<file path="src/rtl/axil_reg_slave.sv">
// AXI4-Lite register bank responder: DEPTH word registers behind independent
// write (AW/W/B) and read (AR/R) state machines sharing one array.
module axil_reg_slave #(
    parameter int DATA_WIDTH = 32,
    parameter int ADDR_WIDTH = 8,
    parameter int DEPTH      = 8
) (
    input  logic                    s0_axi_aclk,
    input  logic                    s0_axi_areset,
    input  logic [ADDR_WIDTH-1:0]   s0_axi_awaddr,
    input  logic                    s0_axi_awvalid,
    output logic                    s0_axi_awready,
    input  logic [DATA_WIDTH-1:0]   s0_axi_wdata,
    input  logic [DATA_WIDTH/8-1:0] s0_axi_wstrb,
    input  logic                    s0_axi_wvalid,
    output logic                    s0_axi_wready,
    output logic [1:0]              s0_axi_bresp,
    output logic                    s0_axi_bvalid,
    input  logic                    s0_axi_bready,
    input  logic [ADDR_WIDTH-1:0]   s0_axi_araddr,
    input  logic                    s0_axi_arvalid,
    output logic                    s0_axi_arready,
    output logic [DATA_WIDTH-1:0]   s0_axi_rdata,
    output logic [1:0]              s0_axi_rresp,
    output logic                    s0_axi_rvalid,
    input  logic                    s0_axi_rready
);

    localparam int STRB_W = DATA_WIDTH / 8;
    localparam int IDX_W  = ADDR_WIDTH - 2;
    localparam int MEM_AW = (DEPTH > 1) ? $clog2(DEPTH) : 1;
    localparam logic [1:0] RESP_OKAY   = 2'b00;
    localparam logic [1:0] RESP_SLVERR = 2'b10;

    typedef enum logic { W_IDLE, W_RESP } wstate_t;
    typedef enum logic { R_IDLE, R_DATA } rstate_t;

    function automatic logic in_range(input logic [IDX_W-1:0] idx);
        return 32'(idx) < 32'(DEPTH);
    endfunction

    function automatic logic [MEM_AW-1:0] word_sel(input logic [IDX_W-1:0] idx);
        return idx[MEM_AW-1:0];
    endfunction

    logic [DATA_WIDTH-1:0] mem_q [DEPTH];

    wstate_t               wstate_q, wstate_d;
    logic                  aw_got_q, aw_got_d, w_got_q, w_got_d;
    logic [IDX_W-1:0]      awidx_q, awidx_d;
    logic [DATA_WIDTH-1:0] wdata_q, wdata_d;
    logic [STRB_W-1:0]     wstrb_q, wstrb_d;
    logic                  awready_q, awready_d, wready_q, wready_d;
    logic                  bvalid_q, bvalid_d;
    logic [1:0]            bresp_q, bresp_d;
    logic                  mem_we;

    rstate_t               rstate_q, rstate_d;
    logic                  arready_q, arready_d;
    logic                  rvalid_q, rvalid_d;
    logic [1:0]            rresp_q, rresp_d;
    logic [DATA_WIDTH-1:0] rdata_q, rdata_d;

    logic aw_hs, w_hs, ar_hs;
    assign aw_hs = s0_axi_awvalid && awready_q;
    assign w_hs  = s0_axi_wvalid && wready_q;
    assign ar_hs = s0_axi_arvalid && arready_q;

    // Byte offset bits never select anything; word addressing only.
    logic unused_addr_lsbs;
    assign unused_addr_lsbs = &{1'b0, s0_axi_awaddr[1:0], s0_axi_araddr[1:0]};

    always_comb begin
        wstate_d = wstate_q;
        aw_got_d = aw_got_q;
        w_got_d  = w_got_q;
        awidx_d  = awidx_q;
        wdata_d  = wdata_q;
        wstrb_d  = wstrb_q;
        bvalid_d = bvalid_q;
        bresp_d  = bresp_q;
        mem_we   = 1'b0;
        case (wstate_q)
            W_IDLE: begin
                if (aw_hs) begin
                    aw_got_d = 1'b1;
                    awidx_d  = s0_axi_awaddr[ADDR_WIDTH-1:2];
                end
                if (w_hs) begin
                    w_got_d = 1'b1;
                    wdata_d = s0_axi_wdata;
                    wstrb_d = s0_axi_wstrb;
                end
                if (aw_got_d && w_got_d) begin
                    wstate_d = W_RESP;
                    bvalid_d = 1'b1;
                    bresp_d  = in_range(awidx_d) ? RESP_OKAY : RESP_SLVERR;
                    mem_we   = in_range(awidx_d);
                end
            end
            W_RESP: begin
                if (s0_axi_bready) begin
                    wstate_d = W_IDLE;
                    bvalid_d = 1'b0;
                    aw_got_d = 1'b0;
                    w_got_d  = 1'b0;
                end
            end
            default: wstate_d = W_IDLE;
        endcase
        awready_d = (wstate_d == W_IDLE) && !aw_got_d;
        wready_d  = (wstate_d == W_IDLE) && !w_got_d;
    end

    // Read data is taken from the pre-edge array, so a same-edge write is not seen.
    always_comb begin
        rstate_d = rstate_q;
        rvalid_d = rvalid_q;
        rresp_d  = rresp_q;
        rdata_d  = rdata_q;
        case (rstate_q)
            R_IDLE: begin
                if (ar_hs) begin
                    rstate_d = R_DATA;
                    rvalid_d = 1'b1;
                    if (in_range(s0_axi_araddr[ADDR_WIDTH-1:2])) begin
                        rdata_d = mem_q[word_sel(s0_axi_araddr[ADDR_WIDTH-1:2])];
                        rresp_d = RESP_OKAY;
                    end else begin
                        rdata_d = '0;
                        rresp_d = RESP_SLVERR;
                    end
                end
            end
            R_DATA: begin
                if (s0_axi_rready) begin
                    rstate_d = R_IDLE;
                    rvalid_d = 1'b0;
                end
            end
            default: rstate_d = R_IDLE;
        endcase
        arready_d = (rstate_d == R_IDLE);
    end

    always_ff @(posedge s0_axi_aclk) begin
        if (s0_axi_areset) begin
            wstate_q  <= W_IDLE;
            aw_got_q  <= 1'b0;
            w_got_q   <= 1'b0;
            awidx_q   <= '0;
            wdata_q   <= '0;
            wstrb_q   <= '0;
            awready_q <= 1'b0;
            wready_q  <= 1'b0;
            bvalid_q  <= 1'b0;
            bresp_q   <= 2'b00;
            rstate_q  <= R_IDLE;
            arready_q <= 1'b0;
            rvalid_q  <= 1'b0;
            rresp_q   <= 2'b00;
            rdata_q   <= '0;
            for (int i = 0; i < DEPTH; i++) mem_q[i] <= '0;
        end else begin
            wstate_q  <= wstate_d;
            aw_got_q  <= aw_got_d;
            w_got_q   <= w_got_d;
            awidx_q   <= awidx_d;
            wdata_q   <= wdata_d;
            wstrb_q   <= wstrb_d;
            awready_q <= awready_d;
            wready_q  <= wready_d;
            bvalid_q  <= bvalid_d;
            bresp_q   <= bresp_d;
            rstate_q  <= rstate_d;
            arready_q <= arready_d;
            rvalid_q  <= rvalid_d;
            rresp_q   <= rresp_d;
            rdata_q   <= rdata_d;
            if (mem_we) begin
                for (int b = 0; b < STRB_W; b++) begin
                    if (wstrb_d[b]) mem_q[word_sel(awidx_d)][8*b +: 8] <= wdata_d[8*b +: 8];
                end
            end
        end
    end

    assign s0_axi_awready = awready_q;
    assign s0_axi_wready  = wready_q;
    assign s0_axi_bvalid  = bvalid_q;
    assign s0_axi_bresp   = bresp_q;
    assign s0_axi_arready = arready_q;
    assign s0_axi_rvalid  = rvalid_q;
    assign s0_axi_rresp   = rresp_q;
    assign s0_axi_rdata   = rdata_q;

endmodule

</file>
<file path="config.mk">
export PLATFORM = sky130hd
export DESIGN_NAME = axil_reg_slave
export DESIGN_NICKNAME = d
export VERILOG_FILES = /design/src/rtl/axil_reg_slave.sv
export SDC_FILE = /design/constraint.sdc
export NUM_CORES = 1
export LEC_CHECK = 0
export BUFFER_PORTS_ARGS = -buffer_cell sky130_fd_sc_hd__buf_2
export CORE_MARGIN = 3
export CORE_UTILIZATION = 60
export CTS_CLUSTER_DIAMETER = 120
export DETAILED_ROUTE_END_ITERATION = 10
export GPL_TIMING_DRIVEN = 0
export PLACE_DENSITY = 0.85
export SETUP_SLACK_MARGIN = 0.05
export SKIP_LAST_GASP = 1
export SLEW_MARGIN = 10
export SYNTH_ARGS = -nofsm -noshare
export SYNTH_HDL_FRONTEND = slang
export SYNTH_SLANG_ARGS = --single-unit
</file>
<file path="constraint.sdc">
create_clock -name s0_axi_aclk -period 2.8 [get_ports s0_axi_aclk]
set_input_delay 0.56 -clock s0_axi_aclk [delete_from_list [all_inputs] [get_ports s0_axi_aclk]]
set_output_delay 0.56 -clock s0_axi_aclk [all_outputs]
set_load 0.05 [all_outputs]
</file>
Word level (Yosys, flattened, before mapping)
Memories as Yosys holds them, arrays and structs flattened.
Cells that the tools add are included.

storage, ports and cells
  memories kept = 1
  register bits after elaboration = 87
  input port bits = 59
  word-level logic and storage cells = 93
  output and inout bits = 41
  bits in writable memories = 256

memories
  name   depth  width  read ports  clocked after Yosys merged registers in  write ports  RTL line  text
  mem_q  8      32     1           0                                        8            46        logic [DATA_WIDTH-1:0] mem_q [DEPTH];

cells by class
  bitwise operators = 4
  order comparisons = 2
  reductions and logical operators = 13
  muxes and demuxes = 53
  equality and inequality tests = 4

operator list
  kind                number
  $mux 32             4
  $mux 1              34
  $reduce_or 32->1    1
  $lt 6x4->1 const B  2
  $mux 4              3
  $mux 6              2
  $pmux 1 s2          6
  $ne 2x2->1 const B  4
  $reduce_and 2->1    4
  $logic_and 1x1->1   6
  $mux 3              2
  $mux 2              2
  $not 1->1           4
  $logic_not 1->1     2

Depth between registers and ports, before layout
Gate-level depths: netlist of the first run.

  depth after elaboration = 11
  depth in mapped cells = 8
  mapped depth without buffers = 4

Worst setup path before layout of the first run
Ideal clock, no wire load.

  kind = register to register
  from = reg awready_q (netlist: s0_axi_awready)
  to = mem mem_q[1][10], enable pin
  required time = 2.425 ns
  arrival = 2.131 ns
  slack = 0.294 ns
  period minus slack after synthesis = 2.506 ns
  setup time = 0.375 ns
  stages on the path, launching flop included = 7
  path buffers = 2
  cell sequence = dfxtp_1 -> nand3b_4 -> buf_6 -> mux2i_4 -> nand3_4 -> buf_6 -> o21bai_1

RTL lines
  what                    RTL line  text
  start, declared         53        logic awready_q, awready_d, wready_q, wready_d;
  start signal, assigned  171       awready_q <= awready_d;
  end, declared           46

==> results.cfg, run 1 <==
[floorplanning]
start_util = 0.612
die_y_um = 164
dieArea_mm2 = 0.0268
core_mm2 = 0.0244
row_count = 57
die_w_um = 164
ios = 100

[critical_path]
rr_worst_depth = 8
worst-r2r-setup-slack_ns = 0.19
worstPathArrival_ns = 2.77
worstSetupPathType = reg -> reg
cp-start-kind = flop
crit_required_ns = 2.95
end_kind = flop
cp_max_fo = 10

[grt]
use_met2 = 0.471
use_met1 = 0.380
grt_max_degree = 15
grt.total_usage = 0.287
gr-total-overflow = 0
grt_use_met3 = 0.0601
grt_pass1_wl_um = 57300
antenna_found_initial = 1
grt_busiest_layer = met2
grt_pass1_vias = 9889

[finish]
diodes = 0
final_common_cell = edfxtp_1
fillers = 1628
fin_util = 0.698
syn2layout_area_growth_pct = 14.1
layout_common_cells = 256 x edfxtp_1, 205 x nor3_1, 128 x buf_2
nets = 1183
layout-drive-gt1-share = 0.322

[min_path]
min_path_type = in -> reg
whs_path_depth = 2

[timing]
rsz0062_at_grt = false
tightest_slew_ns = 1.07
worst_hold_slack_ns = 0.225
hold_violations = 0
fmax_mhz = 383
finalCritPeriodShare = 0.934
setup_violations = 0
slew_headroom = 0.270
min_period_ns = 2.61
final_max_slew_viol_count = 0
final.setup_skew_ns = 0.0203

[logic_synthesis]
synthesis.area_mm2 = 0.0149
ys_types = 31
synth_seq_area_share = 0.629
ys_dominant_reg_cell = edfxtp_1
syn_area_per_cell_um2 = 15.0
synth-seq-cells = 341
yosys_warnings = 0
synth_edf_count = 256
async_flop_share = 0
postSynthCellCount = 997

[power_and_ir_drop]
intPower_mw = 8.72
power_frac_seq = 0.491
ir_drop_v = 0.000545
power_density_mw_per_mm2 = 679
p_leak_nw = 6.00
sw_frac_of_total = 0.246
p_comb_frac = 0.109
pwr-share-clk = 0.401
p_switching_mw = 2.84

[clocking]
cts_root_buf = clkbuf_16
cts_setup_buffers = 0
htree_num_levels = 2
cts_max_path_buffers = 3
cts_inserted_buffers = 35
clkLatencyLatePin_ns = 0.53
cts_tree = done
clock-sinks = 341
hold_buffers = 0
clk_pin_slew_ns = 0.06

[route]
wire_per_inst_um = 25.7
via_count = 9678
drc_errors = 0
dr.first_iter.drc_count = 1293
wirelength_um = 37900
first_pass_iters = 8
avgViaCountPerCell = 6.57
drtAntennaViolNets = 0

[placed_design]
port_buffers = 89
hpwl_um = 25800
gp_congestion = 0.898

[run]
maxCapViolCount = 0

[run_status]
status = finished clean
## synth_stat cells, types with 2 or more instances
master	number	area share
mux2i_1	73	0.049
a211oi_1	3	0.0015
a21oi_1	7	0.0023
nand4bb_1	4	0.0030
mux2_4	3	0.0030
buf_1	6	0.0015
o2bb2ai_1	32	0.019
o21bai_1	32	0.016
nor2_1	57	0.014
nor3_2	55	0.037
mux4_2	64	0.097
dfxtp_1	85	0.11
inv_1	2	0.00050
nand3b_1	2	0.0010
mux2i_4	3	0.0045
buf_2	39	0.013
clkbuf_1	26	0.0065
buf_4	4	0.0020
nor3_1	205	0.069
buf_6	23	0.017
nand3_4	7	0.0082
edfxtp_1	256	0.52
## per-layer routing
| metal | part of all wire | vias up |
|---|---|---|
| met4 | 0.034 | 2 |
| met1 | 0.36 | 4822 |
| li1 | - | 4127 |
| met3 | 0.11 | 100 |
| met5 | 0.00018 | - |
| met2 | 0.50 | 627 |
## stage by stage
| stage | worst slack [ns] | setup TNS [ns] | cell area (um2) | power [mW] | instances |
|---|---|---|---|---|---|
| finish | 0.186 | 0 | 17000 | 11.6 | 1474 |
| global route | 0.0879 | 0 | 17000 | 11.8 | 1474 |
| CTS | 0.00678 | 0 | 17000 | 11.5 | 1474 |
| detailed placement | -0.303 | -42.12 | 15800 | 6.99 | 1411 |
| global placement | -0.206 | -26.64 | 15800 | 6.95 | 1411 |
| floorplan | 0.294 | 0 | 14900 | 6.60 | 998 |
## worst max-delay path: stages (launching register included)
cell       delay (ns)
dfxtp_1          0.31
buf_6            0.13
nand3b_1         0.14
buf_4            0.18
mux2i_1          0.14
nand4bb_1        0.28
buf_2            0.25
buf_2            0.23
o21bai_2         0.56
## flip-flops by register name, indices dropped and copies added (netlist names), 4 cells and up
signal        count
awidx_q           6
wstrb_q           4
s0_axi_rdata     32
wdata_q          32
mem_q           256
## path summary, 6_finish.rpt
kind / from / end
setup / recovery: wstate_q$_SDFF_PP0_ / mem_q[7][14]$_SDFFCE_PN0P_
hold / removal: s0_axi_rready / s0_axi_rvalid$_SDFFE_PP0P_
setup reg to reg: wstate_q$_SDFF_PP0_ / mem_q[7][14]$_SDFFCE_PN0P_
hold reg to reg: s0_axi_rdata[14]$_SDFFE_PP0P_ / s0_axi_rdata[14]$_SDFFE_PP0P_
## repair_timing
item	CTS	global route
cloned	0	0
resized for setup	23	9
setup endpoints to repair	201	72
## area by class of cell
cell class | count | area (um2) | share of cell area
Buffer | 98 | 604 | 0.0355
Inverter | 2 | 7.51 | 0.000441
Multi-Input combinational cell | 557 | 5040 | 0.296
Clock buffer | 49 | 970 | 0.0570
Timing Repair Buffer | 89 | 445 | 0.0262
Clock inverter | 14 | 159 | 0.00934
Sequential cell | 341 | 9390 | 0.552
Tap cell | 324 | 405 | 0.0238
## power groups by stage
stage / Sequential, mW / Combinational, mW / Clock, mW
detailed placement: 5.78 / 1.21 / 0
finish: 5.67 / 1.26 / 4.63
floorplan: 5.80 / 0.800 / 0
global placement: 5.76 / 1.19 / 0
CTS: 5.67 / 1.23 / 4.62
global route: 5.69 / 1.32 / 4.83
## cells by family (layout without fill, tap and decap cells)
kind of cell	after synthesis	in the layout	share of synthesized area
buffers and inverters	100	252	0.0410
multiplexers	144	144	0.154
AO/OA/AOI/OAI	75	75	0.0393
other	1	2	0.000251
flip-flops	341	341	0.629
AND/OR/NAND/NOR	336	336	0.136
(Power assumes the default switching activity.)
==> run 2, diff against run 1 <==
--- a/config.mk
+++ b/config.mk
@@ -5,16 +5,18 @@
 export SDC_FILE = /design/constraint.sdc
 export NUM_CORES = 1
 export LEC_CHECK = 0
+export ABC_CLOCK_PERIOD_IN_PS = 2800
 export BUFFER_PORTS_ARGS = -buffer_cell sky130_fd_sc_hd__buf_2
 export CORE_MARGIN = 3
 export CORE_UTILIZATION = 60
 export CTS_CLUSTER_DIAMETER = 120
 export DETAILED_ROUTE_END_ITERATION = 10
 export GPL_TIMING_DRIVEN = 0
+export MAX_ROUTING_LAYER = met4
 export PLACE_DENSITY = 0.85
 export SETUP_SLACK_MARGIN = 0.05
 export SKIP_LAST_GASP = 1
-export SLEW_MARGIN = 10
+export SLEW_MARGIN = 25
 export SYNTH_ARGS = -nofsm -noshare
 export SYNTH_HDL_FRONTEND = slang
 export SYNTH_SLANG_ARGS = --single-unit
==> run 2 against run 1 <==
Global-route usage grew 0.88 points. Setup slack gained 0.0077 ns. Largest power group unchanged. Critical endpoint is now mem_q[1][26]$_SDFFCE_PN0P_. Combinational power is essentially flat. Core utilization is essentially flat. Critical path depth shrank 1. Clock power is essentially flat. Sequential share of layout area is essentially flat. Cell area is essentially flat.
==> results.cfg, run 2 (synthesized netlist as in run 1, its figures left out) <==
[critical_path]
rr_worst_depth = 7
cp_slowest_cell = o21bai_2
crit_required_ns = 2.97
r2r-start = wstate_q$_SDFF_PP0_
end_kind = flop
path_cells = buf_6 > nand3b_4 > buf_6 > mux2i_4 > nand3_4 > buf_6 > o21bai_2
worst-r2r-setup-slack_ns = 0.19
cp_slowest_stage_delay_ns = 0.48
worstPathArrival_ns = 2.77
rr_endpoint = mem_q[1][26]$_SDFFCE_PN0P_
crit_top_cell = buf_6
worstSetupPathType = reg -> reg
cp_max_fo = 10
cp-start-kind = flop

[timing]
min_period_ns = 2.61
rsz0062_at_grt = false
setup_violations = 0
slew_headroom = 0.282
fmax_mhz = 384
fin_ws_ns = 0.193
final_max_slew_viol_count = 0
finalCritPeriodShare = 0.931
hold_violations = 0
final.setup_skew_ns = 0.0225
tightest_slew_ns = 1.05

[route]
avgViaCountPerCell = 6.53
dr.first_iter.drc_count = 1380
drtAntennaViolNets = 0
drc_errors = 0
wirelength_um = 37800
first_pass_iters = 5
wire_per_inst_um = 25.6
via_count = 9635

[floorplanning]
dieArea_mm2 = 0.0268
core_mm2 = 0.0244
die_y_um = 164
ios = 100
start_util = 0.612
row_count = 57
die_w_um = 164

[grt]
grt_pass1_wl_um = 57400
grt_pass1_vias = 9843
grt_max_degree = 15
antenna_found_initial = 1
gr-total-overflow = 0
grt.total_usage = 0.296

[clocking]
cts_max_path_buffers = 3
clkLatencyLatePin_ns = 0.53
cts_tree = done
clock-sinks = 341
cts_inserted_buffers = 35
clk_pin_slew_ns = 0.06
htree_num_levels = 2
cts_root_buf = clkbuf_16

[min_path]
whs_path_depth = 2
worstHoldStart = s0_axi_rready
whs_endpoint = s0_axi_rvalid$_SDFFE_PP0P_
min_path_type = in -> reg

[finish]
final_common_cell = edfxtp_1
top_register = mem_q
nets = 1183
fin_util = 0.698
fillers = 1628
largest_register_ffs = 256
syn2layout_area_growth_pct = 14.1
layout_common_cells = 256 x edfxtp_1, 205 x nor3_1, 128 x buf_2
layout-drive-gt1-share = 0.322

[placed_design]
hpwl_um = 25800
port_buffers = 89
pre_cts_ws_ns = -0.303
gp_congestion = 0.914

[run_status]
status = finished clean

[run]
maxCapViolCount = 0

[power_and_ir_drop]
power_density_mw_per_mm2 = 679
p_leak_nw = 6.00
ir_drop_v = 0.000551
## run 2: cell types whose count changed in the layout (fill, tap and decap cells not counted)
| cell | change |
|---|---|
| diode_2 | +1 |
## run 2: per-stage QoR
step / area (um2) / hold slack (ns) / instances / power, mW / TNS (ns)
after global routing: 17000 / 0.236 / 1475 / 11.8 / 0
final: 17000 / 0.223 / 1475 / 11.5 / 0
after floorplan: 14900 / 0.437 / 998 / 6.60 / 0
after global placement: 15800 / 0.442 / 1411 / 6.95 / -26.64
after CTS: 17000 / 0.221 / 1474 / 11.5 / 0
after detailed placement: 15800 / 0.443 / 1411 / 6.99 / -42.12
## run 2: how the worst max path moves through the flow
stage                            endpoint  cells after the start                       from
2_1_floorplan  mem_q[1][10]$_SDFFCE_PN0P_                      6  s0_axi_awready$_SDFF_PP0_
3_3_place_gp   mem_q[1][26]$_SDFFCE_PN0P_                      7             s0_axi_awvalid
3_5_place_dp    mem_q[5][9]$_SDFFCE_PN0P_                      7             s0_axi_awvalid
4_1_cts        mem_q[2][12]$_SDFFCE_PN0P_                      7        wstate_q$_SDFF_PP0_
5_1_grt        mem_q[4][13]$_SDFFCE_PN0P_                      8        wstate_q$_SDFF_PP0_
6_report       mem_q[1][26]$_SDFFCE_PN0P_                      7        wstate_q$_SDFF_PP0_
## run 2: per-layer routing
layer / share of wire / global-route usage
met4: 0.034 / 0.107
met2: 0.50 / 0.471
met3: 0.10 / 0.0581
met5: 0 / -
met1: 0.37 / 0.385
## run 2: final cells by class
type                            instances  area (um2)  share of cell area
Sequential cell                       341        9390               0.552
Timing Repair Buffer                   89         445              0.0262
Tap cell                              324         405              0.0238
Inverter                                2        7.51            0.000441
Multi-Input combinational cell        557        5040               0.296
Clock inverter                         14         159             0.00934
Clock buffer                           49         970              0.0570
Antenna cell                            1        2.50            0.000147
Buffer                                 98         604              0.0355
## run 2: timing repair
action | CTS | global route
hold buffers | 0 | 0
endpoints found under the setup margin | 201 | 72
setup buffers | 0 | 0
gates resized for setup | 23 | 9
## run 2: where the power goes
group / internal (mW) / switching [mW] / total [mW]
logic: 0.405 / 0.850 / 1.25
clock network: 2.71 / 1.91 / 4.62
registers: 5.60 / 0.0707 / 5.67
total: 8.72 / 2.83 / 11.5
## run 2: worst max-delay path, delay by kind of cell (launching register included)
| kind | cells | cell delay [ns] |
|---|---|---|
| AO/OA/AOI/OAI | 1 | 0.48 |
| AND/OR/NAND/NOR | 2 | 0.40 |
| multiplexers | 1 | 0.44 |
| buffers and inverters | 3 | 0.57 |
| flip-flops | 1 | 0.33 |
